[src/rtl/ipm_distributed_fifo_pkg.sv]
// Shared constants and helpers for the distributed-RAM FIFO family.
// Read-mode names, a width helper and the even-parity function used when IPM_DIST_FIFO_PARITY_EN is defined.
package ipm_distributed_fifo_pkg;

    localparam string READ_MODE_STANDARD = "STANDARD";
    localparam string READ_MODE_FWFT     = "FWFT";
    localparam int    PARITY_MAX_W       = 256;

    function automatic int clog2(input int value);
        int r;
        r = 0;
        while ((32'sd1 <<< r) < value) begin
            r = r + 32'sd1;
        end
        return r;
    endfunction

    // Callers zero-extend narrower words, which leaves the parity unchanged.
    function automatic logic even_parity(input logic [PARITY_MAX_W-1:0] d);
        return ^d;
    endfunction

endpackage

[src/rtl/ipm_distributed_sync_fifo_mem_v2_0.sv]
// Distributed RAM array for the v2.0 sync FIFO: synchronous write, asynchronous read.
module ipm_distributed_sync_fifo_mem_v2_0 #(
    parameter int ADDR_WIDTH = 4,
    parameter int WIDTH      = 32
) (
    input  logic                  clk,
    input  logic                  we,
    input  logic [ADDR_WIDTH-1:0] waddr,
    input  logic [WIDTH-1:0]      wdata,
    input  logic [ADDR_WIDTH-1:0] raddr,
    output logic [WIDTH-1:0]      rdata
);

    logic [WIDTH-1:0] mem [0:(2**ADDR_WIDTH)-1];

    // Storage is deliberately not reset so it maps onto distributed RAM.
    always_ff @(posedge clk) begin
        if (we) begin
            mem[waddr] <= wdata;
        end
    end

    assign rdata = mem[raddr];

endmodule

[src/rtl/ipm_distributed_sync_fifo_v2_0.sv]
// Single-clock distributed-RAM FIFO with thresholds, STANDARD/FWFT read modes and sticky error flags.
// Optional stored parity is enabled by defining IPM_DIST_FIFO_PARITY_EN.
module ipm_distributed_sync_fifo_v2_0
    import ipm_distributed_fifo_pkg::*;
#(
    parameter int    ADDR_WIDTH = 4,
    parameter int    DATA_WIDTH = 32,
    parameter string READ_MODE  = "STANDARD"
) (
    input  logic                  clk,
    input  logic                  rst_n,
    input  logic                  flush,
    input  logic [DATA_WIDTH-1:0] wr_data,
    input  logic                  wr_en,
    output logic                  wr_ack,
    output logic                  full,
    output logic                  almost_full,
    input  logic [ADDR_WIDTH:0]   almost_full_th,
    input  logic                  rd_en,
    output logic [DATA_WIDTH-1:0] rd_data,
    output logic                  rd_valid,
    output logic                  empty,
    output logic                  almost_empty,
    input  logic [ADDR_WIDTH:0]   almost_empty_th,
    output logic [ADDR_WIDTH:0]   water_level,
    output logic                  overflow,
    output logic                  underflow,
    output logic                  parity_err
);

    localparam int                DEPTH   = 2**ADDR_WIDTH;
    localparam logic [ADDR_WIDTH:0] DEPTH_W = DEPTH[ADDR_WIDTH:0];
    localparam logic [ADDR_WIDTH:0] ZERO_W  = {(ADDR_WIDTH+1){1'b0}};
    localparam bit                IS_FWFT = (READ_MODE == READ_MODE_FWFT);
`ifdef IPM_DIST_FIFO_PARITY_EN
    localparam int                MEM_W   = DATA_WIDTH + 1;
`else
    localparam int                MEM_W   = DATA_WIDTH;
`endif

    logic [ADDR_WIDTH:0]   wr_ptr_r, rd_ptr_r, level_r, level_nxt_s;
    logic                  full_r, empty_r, af_r, ae_r, settled_r;
    logic                  wr_ack_r, ovf_r, unf_r, std_valid_r, std_perr_r;
    logic [DATA_WIDTH-1:0] std_data_r;
    logic                  wr_go_s, rd_go_s, rd_par_bad_s;
    logic [MEM_W-1:0]      mem_wdata_s, mem_rdata_s;

    // Accepted requests and the level the counter takes on the coming edge.
    always_comb begin
        wr_go_s = wr_en & ~full_r;
        rd_go_s = rd_en & ~empty_r;
        if (flush) begin
            level_nxt_s = ZERO_W;
        end else begin
            level_nxt_s = level_r + {{ADDR_WIDTH{1'b0}}, wr_go_s} - {{ADDR_WIDTH{1'b0}}, rd_go_s};
        end
    end

`ifdef IPM_DIST_FIFO_PARITY_EN
    logic [PARITY_MAX_W-1:0] wr_pad_s, rd_pad_s;

    // Store an even-parity bit with every word and recheck it on the read port.
    always_comb begin
        wr_pad_s = {PARITY_MAX_W{1'b0}};
        rd_pad_s = {PARITY_MAX_W{1'b0}};
        wr_pad_s[DATA_WIDTH-1:0] = wr_data;
        rd_pad_s[DATA_WIDTH-1:0] = mem_rdata_s[DATA_WIDTH-1:0];
        mem_wdata_s  = {even_parity(wr_pad_s), wr_data};
        rd_par_bad_s = even_parity(rd_pad_s) ^ mem_rdata_s[DATA_WIDTH];
    end
`else
    assign mem_wdata_s  = wr_data;
    assign rd_par_bad_s = 1'b0;
`endif

    ipm_distributed_sync_fifo_mem_v2_0 #(
        .ADDR_WIDTH (ADDR_WIDTH),
        .WIDTH      (MEM_W)
    ) u_mem (
        .clk   (clk),
        .we    (wr_go_s & ~flush),
        .waddr (wr_ptr_r[ADDR_WIDTH-1:0]),
        .wdata (mem_wdata_s),
        .raddr (rd_ptr_r[ADDR_WIDTH-1:0]),
        .rdata (mem_rdata_s)
    );

    // Pointers, level, flags and STANDARD output stage; flags follow the next level so full never lags a write.
    always_ff @(posedge clk or negedge rst_n) begin
        if (!rst_n) begin
            wr_ptr_r    <= ZERO_W;
            rd_ptr_r    <= ZERO_W;
            level_r     <= ZERO_W;
            full_r      <= 1'b0;
            empty_r     <= 1'b1;
            af_r        <= 1'b0;
            ae_r        <= 1'b1;
            settled_r   <= 1'b0;
            wr_ack_r    <= 1'b0;
            ovf_r       <= 1'b0;
            unf_r       <= 1'b0;
            std_valid_r <= 1'b0;
            std_perr_r  <= 1'b0;
            std_data_r  <= {DATA_WIDTH{1'b0}};
        end else begin
            level_r   <= level_nxt_s;
            full_r    <= (level_nxt_s == DEPTH_W);
            empty_r   <= (level_nxt_s == ZERO_W);
            af_r      <= (level_nxt_s >= almost_full_th);
            ae_r      <= (level_nxt_s <= almost_empty_th);
            settled_r <= 1'b1;
            if (flush) begin
                wr_ptr_r    <= ZERO_W;
                rd_ptr_r    <= ZERO_W;
                wr_ack_r    <= 1'b0;
                ovf_r       <= 1'b0;
                unf_r       <= 1'b0;
                std_valid_r <= 1'b0;
                std_perr_r  <= 1'b0;
            end else begin
                wr_ptr_r    <= wr_ptr_r + {{ADDR_WIDTH{1'b0}}, wr_go_s};
                rd_ptr_r    <= rd_ptr_r + {{ADDR_WIDTH{1'b0}}, rd_go_s};
                wr_ack_r    <= wr_go_s;
                ovf_r       <= ovf_r | (wr_en & full_r);
                unf_r       <= unf_r | (rd_en & empty_r);
                std_valid_r <= rd_go_s;
                std_perr_r  <= rd_go_s & rd_par_bad_s;
                if (rd_go_s) begin
                    std_data_r <= mem_rdata_s[DATA_WIDTH-1:0];
                end
            end
        end
    end

    assign wr_ack       = wr_ack_r;
    assign full         = full_r;
    assign empty        = empty_r;
    assign almost_empty = ae_r;
    assign water_level  = level_r;
    assign overflow     = ovf_r;
    assign underflow    = unf_r;
    // Until the first edge after reset, almost_full reflects a zero threshold directly.
    assign almost_full  = settled_r ? af_r : (almost_full_th == ZERO_W);

    generate
        if (IS_FWFT) begin : g_fwft
            assign rd_data    = mem_rdata_s[DATA_WIDTH-1:0];
            assign rd_valid   = ~empty_r;
            assign parity_err = ~empty_r & rd_par_bad_s;
        end else begin : g_std
            assign rd_data    = std_data_r;
            assign rd_valid   = std_valid_r;
            assign parity_err = std_perr_r;
        end
    endgenerate

endmodule

[config.mk]
export PLATFORM = sky130hd
export DESIGN_NAME = ipm_distributed_sync_fifo_v2_0
export DESIGN_NICKNAME = d
export VERILOG_FILES = /design/src/rtl/ipm_distributed_fifo_pkg.sv /design/src/rtl/ipm_distributed_sync_fifo_mem_v2_0.sv /design/src/rtl/ipm_distributed_sync_fifo_v2_0.sv
export SDC_FILE = /design/constraint.sdc
export NUM_CORES = 1
export LEC_CHECK = 0
export ABC_AREA = 0
export ABC_CLOCK_PERIOD_IN_PS = 3800
export CAP_MARGIN = 30
export CORE_MARGIN = 2
export CORE_UTILIZATION = 54
export CTS_BUF_LIST = sky130_fd_sc_hd__clkbuf_16
export DETAILED_ROUTE_END_ITERATION = 8
export PLACE_DENSITY_LB_ADDON = 0.25
export SLEW_MARGIN = 20
export SYNTH_ARGS = -nofsm -noshare
export SYNTH_HDL_FRONTEND = slang
export SYNTH_HIERARCHICAL = 1
export SYNTH_SLANG_ARGS = --single-unit
[constraint.sdc]
create_clock -name clk -period 3.8 [get_ports clk]
set_input_delay 1.14 -clock clk [delete_from_list [all_inputs] [get_ports clk]]
set_output_delay 1.14 -clock clk [all_outputs]
set_load 0.01 [all_outputs]
Word-level counts from Yosys, hierarchy flattened
Memories as Yosys holds them, arrays and structs flattened. A register that Yosys moved wholly into a read port is not among the register bits.
Cells that the tools add are included.
{ "word_totals": {"regBits": 24, "mem_bits_rw": 512, "output_inout_bits": 46, "memories": 1} }
{ "classes": {"eq_ne": 1, "add_sub_neg": 4, "magnitude_cmp": 2, "n_mux": 10, "reduce_logical": 4, "bitwise_logic": 10} }
{ "mem_list": {"columns": ["memory", "depth", "width", "read_ports", "rd_clocked_by_memory_dff", "wr", "line_no", "rtl"], "rows": [
  ["u_mem.mem", 16, 32, 1, 1, 1, "ipm_distributed_sync_fifo_mem_v2_0.sv:14", "logic [WIDTH-1:0] mem [0:(2**ADDR_WIDTH)-1];"]
]} }
{ "op_table": {"columns": ["operator", "count"], "rows": [
  ["5-bit by 1-bit adder with 5-bit output", 3],
  ["5-bit 2-to-1 mux", 3],
  ["5-bit zero test", 2],
  ["1-bit 2-to-1 mux", 7],
  ["1-bit AND", 5],
  ["5-bit equality test (second input constant)", 1],
  ["5-bit greater-or-equal comparator", 1],
  ["5-bit less-or-equal comparator", 1],
  ["5-bit by 1-bit subtractor with 5-bit output", 1],
  ["1-bit NOT", 3],
  ["1-bit bitwise OR", 2],
  ["2-bit AND reduction", 1],
  ["1-bit zero test", 1]
]} }

Depth between registers and ports, before layout
Gate-level depths: netlist of run 1.
{ "depth": {"depth_word": 6, "depth_mapped": 12, "ltp_nobuf": 12} }

Hierarchy
Netlist of run 1, hierarchy kept.
{ "by_module_without_submodules": {"columns": ["mod", "seq_area_each_um2", "area_each_um2", "cells_each", "n_inst"], "rows": [
  ["ipm_distributed_sync_fifo_mem_v2_0", 15374.7, 19213.4, 806, 1],
  ["ipm_distributed_sync_fifo_v2_0", 1353.8, 2591.2, 185, 1]
]} }

Least setup slack after synthesis of run 1
No wires, ideal clock.
{ "synth_path": {"path_type": "input-to-reg", "from": "input flush", "to": "memory u_mem.mem[0][0], enable pin", "t_arrival_ns": 4.428, "t_required_ns": 3.339, "path_buffers": 2, "setup_time_ns": 0.461, "stages": 5, "slack_ns": -1.089, "cell_sequence": "buf_4 > clkbuf_1 > nor2_1 > or3b_2 > nor3_1"} }
{ "synth_between": {"elab_chain_cells": 4} }
{ "synth_lines": {"columns": ["element", "line_no", "rtl"], "rows": [
  ["from (decl)", "ipm_distributed_sync_fifo_v2_0.sv:12", "input logic flush,"],
  ["1-bit NOT (no source line)", null, null],
  ["1-bit AND", "ipm_distributed_sync_fifo_v2_0.sv:81", ".we (wr_go_s & ~flush),"],
  ["1-bit 2-to-1 mux", "ipm_distributed_sync_fifo_mem_v2_0.sv:18", "if (we) begin"],
  ["1-bit 2-to-1 mux (not written as such)", "ipm_distributed_sync_fifo_mem_v2_0.sv:19", "mem[waddr] <= wdata;"],
  ["to (decl)", "ipm_distributed_sync_fifo_mem_v2_0.sv:14", null]
]} }
Every way passes these cells.

Worst setup path after layout of run 1
{ "layout_path": {"from": "input almost_full_th[4]", "to": "output almost_full"} }
{ "layout_between": {"elab_chain_cells": 2} }
{ "layout_lines": {"columns": ["element", "line_no", "rtl"], "rows": [
  ["from (decl)", "ipm_distributed_sync_fifo_v2_0.sv:18", "input logic [ADDR_WIDTH:0] almost_full_th,"],
  ["5-bit zero test", "ipm_distributed_sync_fifo_v2_0.sv:143", "assign almost_full = settled_r ? af_r : (almost_full_th == ZERO_W);"],
  ["1-bit 2-to-1 mux", "ipm_distributed_sync_fifo_v2_0.sv:143", null],
  ["to (decl)", "ipm_distributed_sync_fifo_v2_0.sv:17", "output logic almost_full,"]
]} }
Every way passes these cells.

==> summary.md, run 1 <==
| Metric | Value |
|---|---|
| Pin slew with the least headroom to its limit | `922 ps` |
| Area of the core | `0.0398 mm²` |
| Clock buffer depth | `3` |
| Min-Delay Path Class | `flip-flop to flip-flop` |
| Sum Neg Setup Slack | `0 ps` |
| R2R Path Start | `empty` |
| Layout cell share with drive strength beyond 1 | `26.4%` |
| DP Area | `0.0239 mm²` |
| Antenna cells | `0` |
| Post-CTS Hold Fix Bufs | `0` |
| Vias in the first global route | `10,483` |
| Via count | `10,350` |
| Worst VDD drop | `0.356 mV` |
| Worst EP arrival | `2540 ps` |
| Die Ht | `205 µm` |
| Most used cell, CP | `clkdlybuf4s50_1` |
| Critical-path cell list | `clkdlybuf4s50_1, inv_1, nand4_1, o31ai_1, clkdlybuf4s50_1` |
| Cell taking the most area after synthesis | `edfxtp_1` |
| Req. time, crit path | `2660 ps` |
| Post-synth top area share | `70.5%` |
| Area Overhead vs Synth | `17.3%` |
| Syn Nets | `1,058` |
| Area of the multi-input gates | `0.00486 mm²` |
| Initial antenna violation count | `0` |
| Crit-path max FO | `2` |
| Cell count after synthesis | `991` |
| Lkg Pwr | `0.00841 µW` |
| GRT overflow | `0` |
| Latest clock arrival within the worst-skew pair | `600 ps` |
| Fillers | `2,695` |
| Detailed Place HPWL | `25,200 µm` |
| Worst rel slew slack | `38.4%` |
| Setup-failing EPs final | `0` |
| Period utilization | `96.9%` |
| Post-CTS Setup Inserts | `0` |
| Row cnt | `73` |
| CP Capture Type | `output pin` |
| CTS Buf Count | `55` |
| CTS sink count | `566` |
| Die Wd | `205 µm` |
| Critical path class | `primary input to output pin` |
| Slowest CP cell | `clkdlybuf4s50_1` |
| Drt total wl | `44,100 µm` |
| Status | `completed` |
| Power Density | `586 mW/mm²` |
| Slowest Stage Delay on Critical Path | `580 ps` |
| Starting density of the core | `54.8%` |
| Warnings, synthesis | `6` |
| Reg-to-reg setup timing slack | `1030 ps` |
| CP Launch Type | `primary input` |
| Detail Route Antenna Nets | `0` |
| Critical Path Source | `almost_full_th[4]` |
| First-pass GRT wire length | `66,000 µm` |
| RSZ-0062 raised after global routing | `no` |
| Design Power | `15,000 µW` |
| Maxcap violations | `0` |
| Largest net degree at the start of global routing | `131` |
| Worst reg-to-reg path cell count | `12` |
| Netlist cell types | `39` |
| Clk root buf | `clkbuf_16` |
| # nets final | `1,214` |
| RR Endpoint | `almost_empty` |
| Worst-path clk slew | `60 ps` |
| Seq/Total Area, Yosys | `76.7%` |
| Cts repair resizes | `0` |
| Top Ports | `93` |
| # H-tree levels | `2` |
| Crit path to | `almost_full` |
| Vias/cell | `6.02` |
| Remaining DRCs | `0` |
| Final Hold Violating Endpoints | `0` |
| Tot GR Track Use | `21.6%` |
| Die Area | `0.0420 mm²` |
| TritonCTS clock tree | `yes` |
| Synth Flop Type | `edfxtp_1` |
| Routed wire per std cell | `25.6 µm` |
| Mapped Area | `0.0218 mm²` |
| Finished Cell Area | `0.0256 mm²` |
| Max Clock Skew | `19.1 ps` |
| GPL Wtd Cong | `0.775` |
| Max-slew violations | `0` |
| Pre-antenna DRT Iters | `5` |
| 1st-iter DRT viols | `1,033` |
| Ys async rst share | `9.54%` |
| IO Port Bufs | `91` |
| Sequential cell area | `0.0167 mm²` |
| Post-Syn Area per Cell | `22.0 µm²` |
| Fin crit period | `3680 ps` |
| Synth area leaders | `edfxtp_1 71%, mux4_2 13%, dfrtp_1 6.0%` |
| Post-synth EDFFs | `512` |
| Fmax | `272 MHz` |
| #FFs+latches synth | `566` |
==> flip-flops by register name (all words and copies together) (netlist names) <==
| name | count |
|---|---|
| almost_empty | 1 |
| overflow | 1 |
| rd_data | 32 |
| u_mem/mem | 512 |
| empty | 1 |
| water_level | 5 |
| full | 1 |
| wr_ack | 1 |
| underflow | 1 |
| rd_ptr_r | 4 |
| settled_r | 1 |
| af_r | 1 |
| wr_ptr_r | 4 |
| rd_valid | 1 |
==> worst min-delay path by stage <==
stage | startpoint | depth (start not counted) | endpoint | slack, ps
floorplan | underflow | 2 | underflow | 530
global placement | underflow | 2 | underflow | 480
detailed placement | underflow | 2 | underflow | 490
CTS | underflow | 2 | underflow | 500
global route | underflow | 2 | underflow | 510
finish | underflow | 2 | underflow | 490
==> cell type report <==
class / count / area share, %
Sequential cell: 566 / 65.4
Inverter: 15 / 0.220
Multi-Input combinational cell: 360 / 19.0
Timing Repair Buffer: 149 / 6.23
Clock inverter: 48 / 1.03
Tap cell: 525 / 2.57
Clock buffer: 56 / 5.48
==> Yosys cell counts (3+ instances only) <==
cell and instances:
edfxtp_1 512, mux4_2 128, a22oi_1 64, dfrtp_1 52, nand2_1 36, mux2_4 29, nor2_1 25, ha_1 19
clkbuf_1 18, inv_1 15, buf_4 13, buf_1 9, nor2b_1 8, a21oi_1 5, nand2b_1 5, a21o_1 4
buf_2 4, nor3_1 4, xnor2_1 4, xor2_1 4, buf_12 3, buf_6 3, mux2_2 3, nand3_1 3
==> per-stage QoR <==
| step | hold WS [ps] | util, % | worst slack (ps) | instances |
|---|---|---|---|---|
| after floorplan | 526 | - | -237 | 991 |
| after global placement | 481 | 59.9 | -90.4 | 1613 |
| after detailed placement | 485 | 60.0 | -99.9 | 1615 |
| after CTS | 498 | 64.2 | 81.3 | 1719 |
| after global routing | 507 | 64.2 | 28.9 | 1719 |
| final | 488 | 64.2 | 118 | 1719 |
==> routing by layer <==
layer	global-route usage [%]	vias to the layer above	share of wire, %
li1	-	4417	-
met1	31.3	5508	42
met2	34.1	358	49
met3	3.88	67	7.0
met4	6.76	0	2.4
met5	0	-	0
==> report_power, final <==
group	internal, µW	total [µW]	leakage, µW	switching [µW]
combinational	1510	2640	0.00225	1130
sequential	7130	7360	0.00527	223
clock	2790	4990	0.000881	2200
==> layout by cell type (no fill, tap or decap), drive strengths merged, types with 6 or more instances in the layout <==
cell type and count:
nor2 25, a22oi 64, edfxtp 512, nand2 36, buf 59, a21oi 6
dfrtp 52, mux4 128, clkbuf 56, clkdlybuf4s50 90, ha 19, clkinv 26
mux2 32, inv 34, nor2b 10
==> critical path, delay by kind of cell <==
kind,cells,cell delay (ps)
AOI/OAI and AO/OA,1,240
buffers and inverters,3,1060
and+or+nand+nor,1,100
==> cell families (layout without fill, tap and decap cells) <==
family          count (synthesis)  in the layout  synth area share [%]
mux                           161            161                  15.4
xor+xnor                        8              8                 0.321
compound gates                 79             79                  2.66
other cells                     2              2                0.0344
fa+ha+maj                      20             20                  1.18
flops                         566            566                  76.7
buf+inv                        65            268                  1.69
simple gates                   90             90                  1.97
Power figures use the tool's default switching activity.
==> run 2, diff against run 1 <==
- SLEW_MARGIN: 20 -> unset
==> results of run 2 <==
No change in the layout: final DEF, timing and power equal those of run 1.
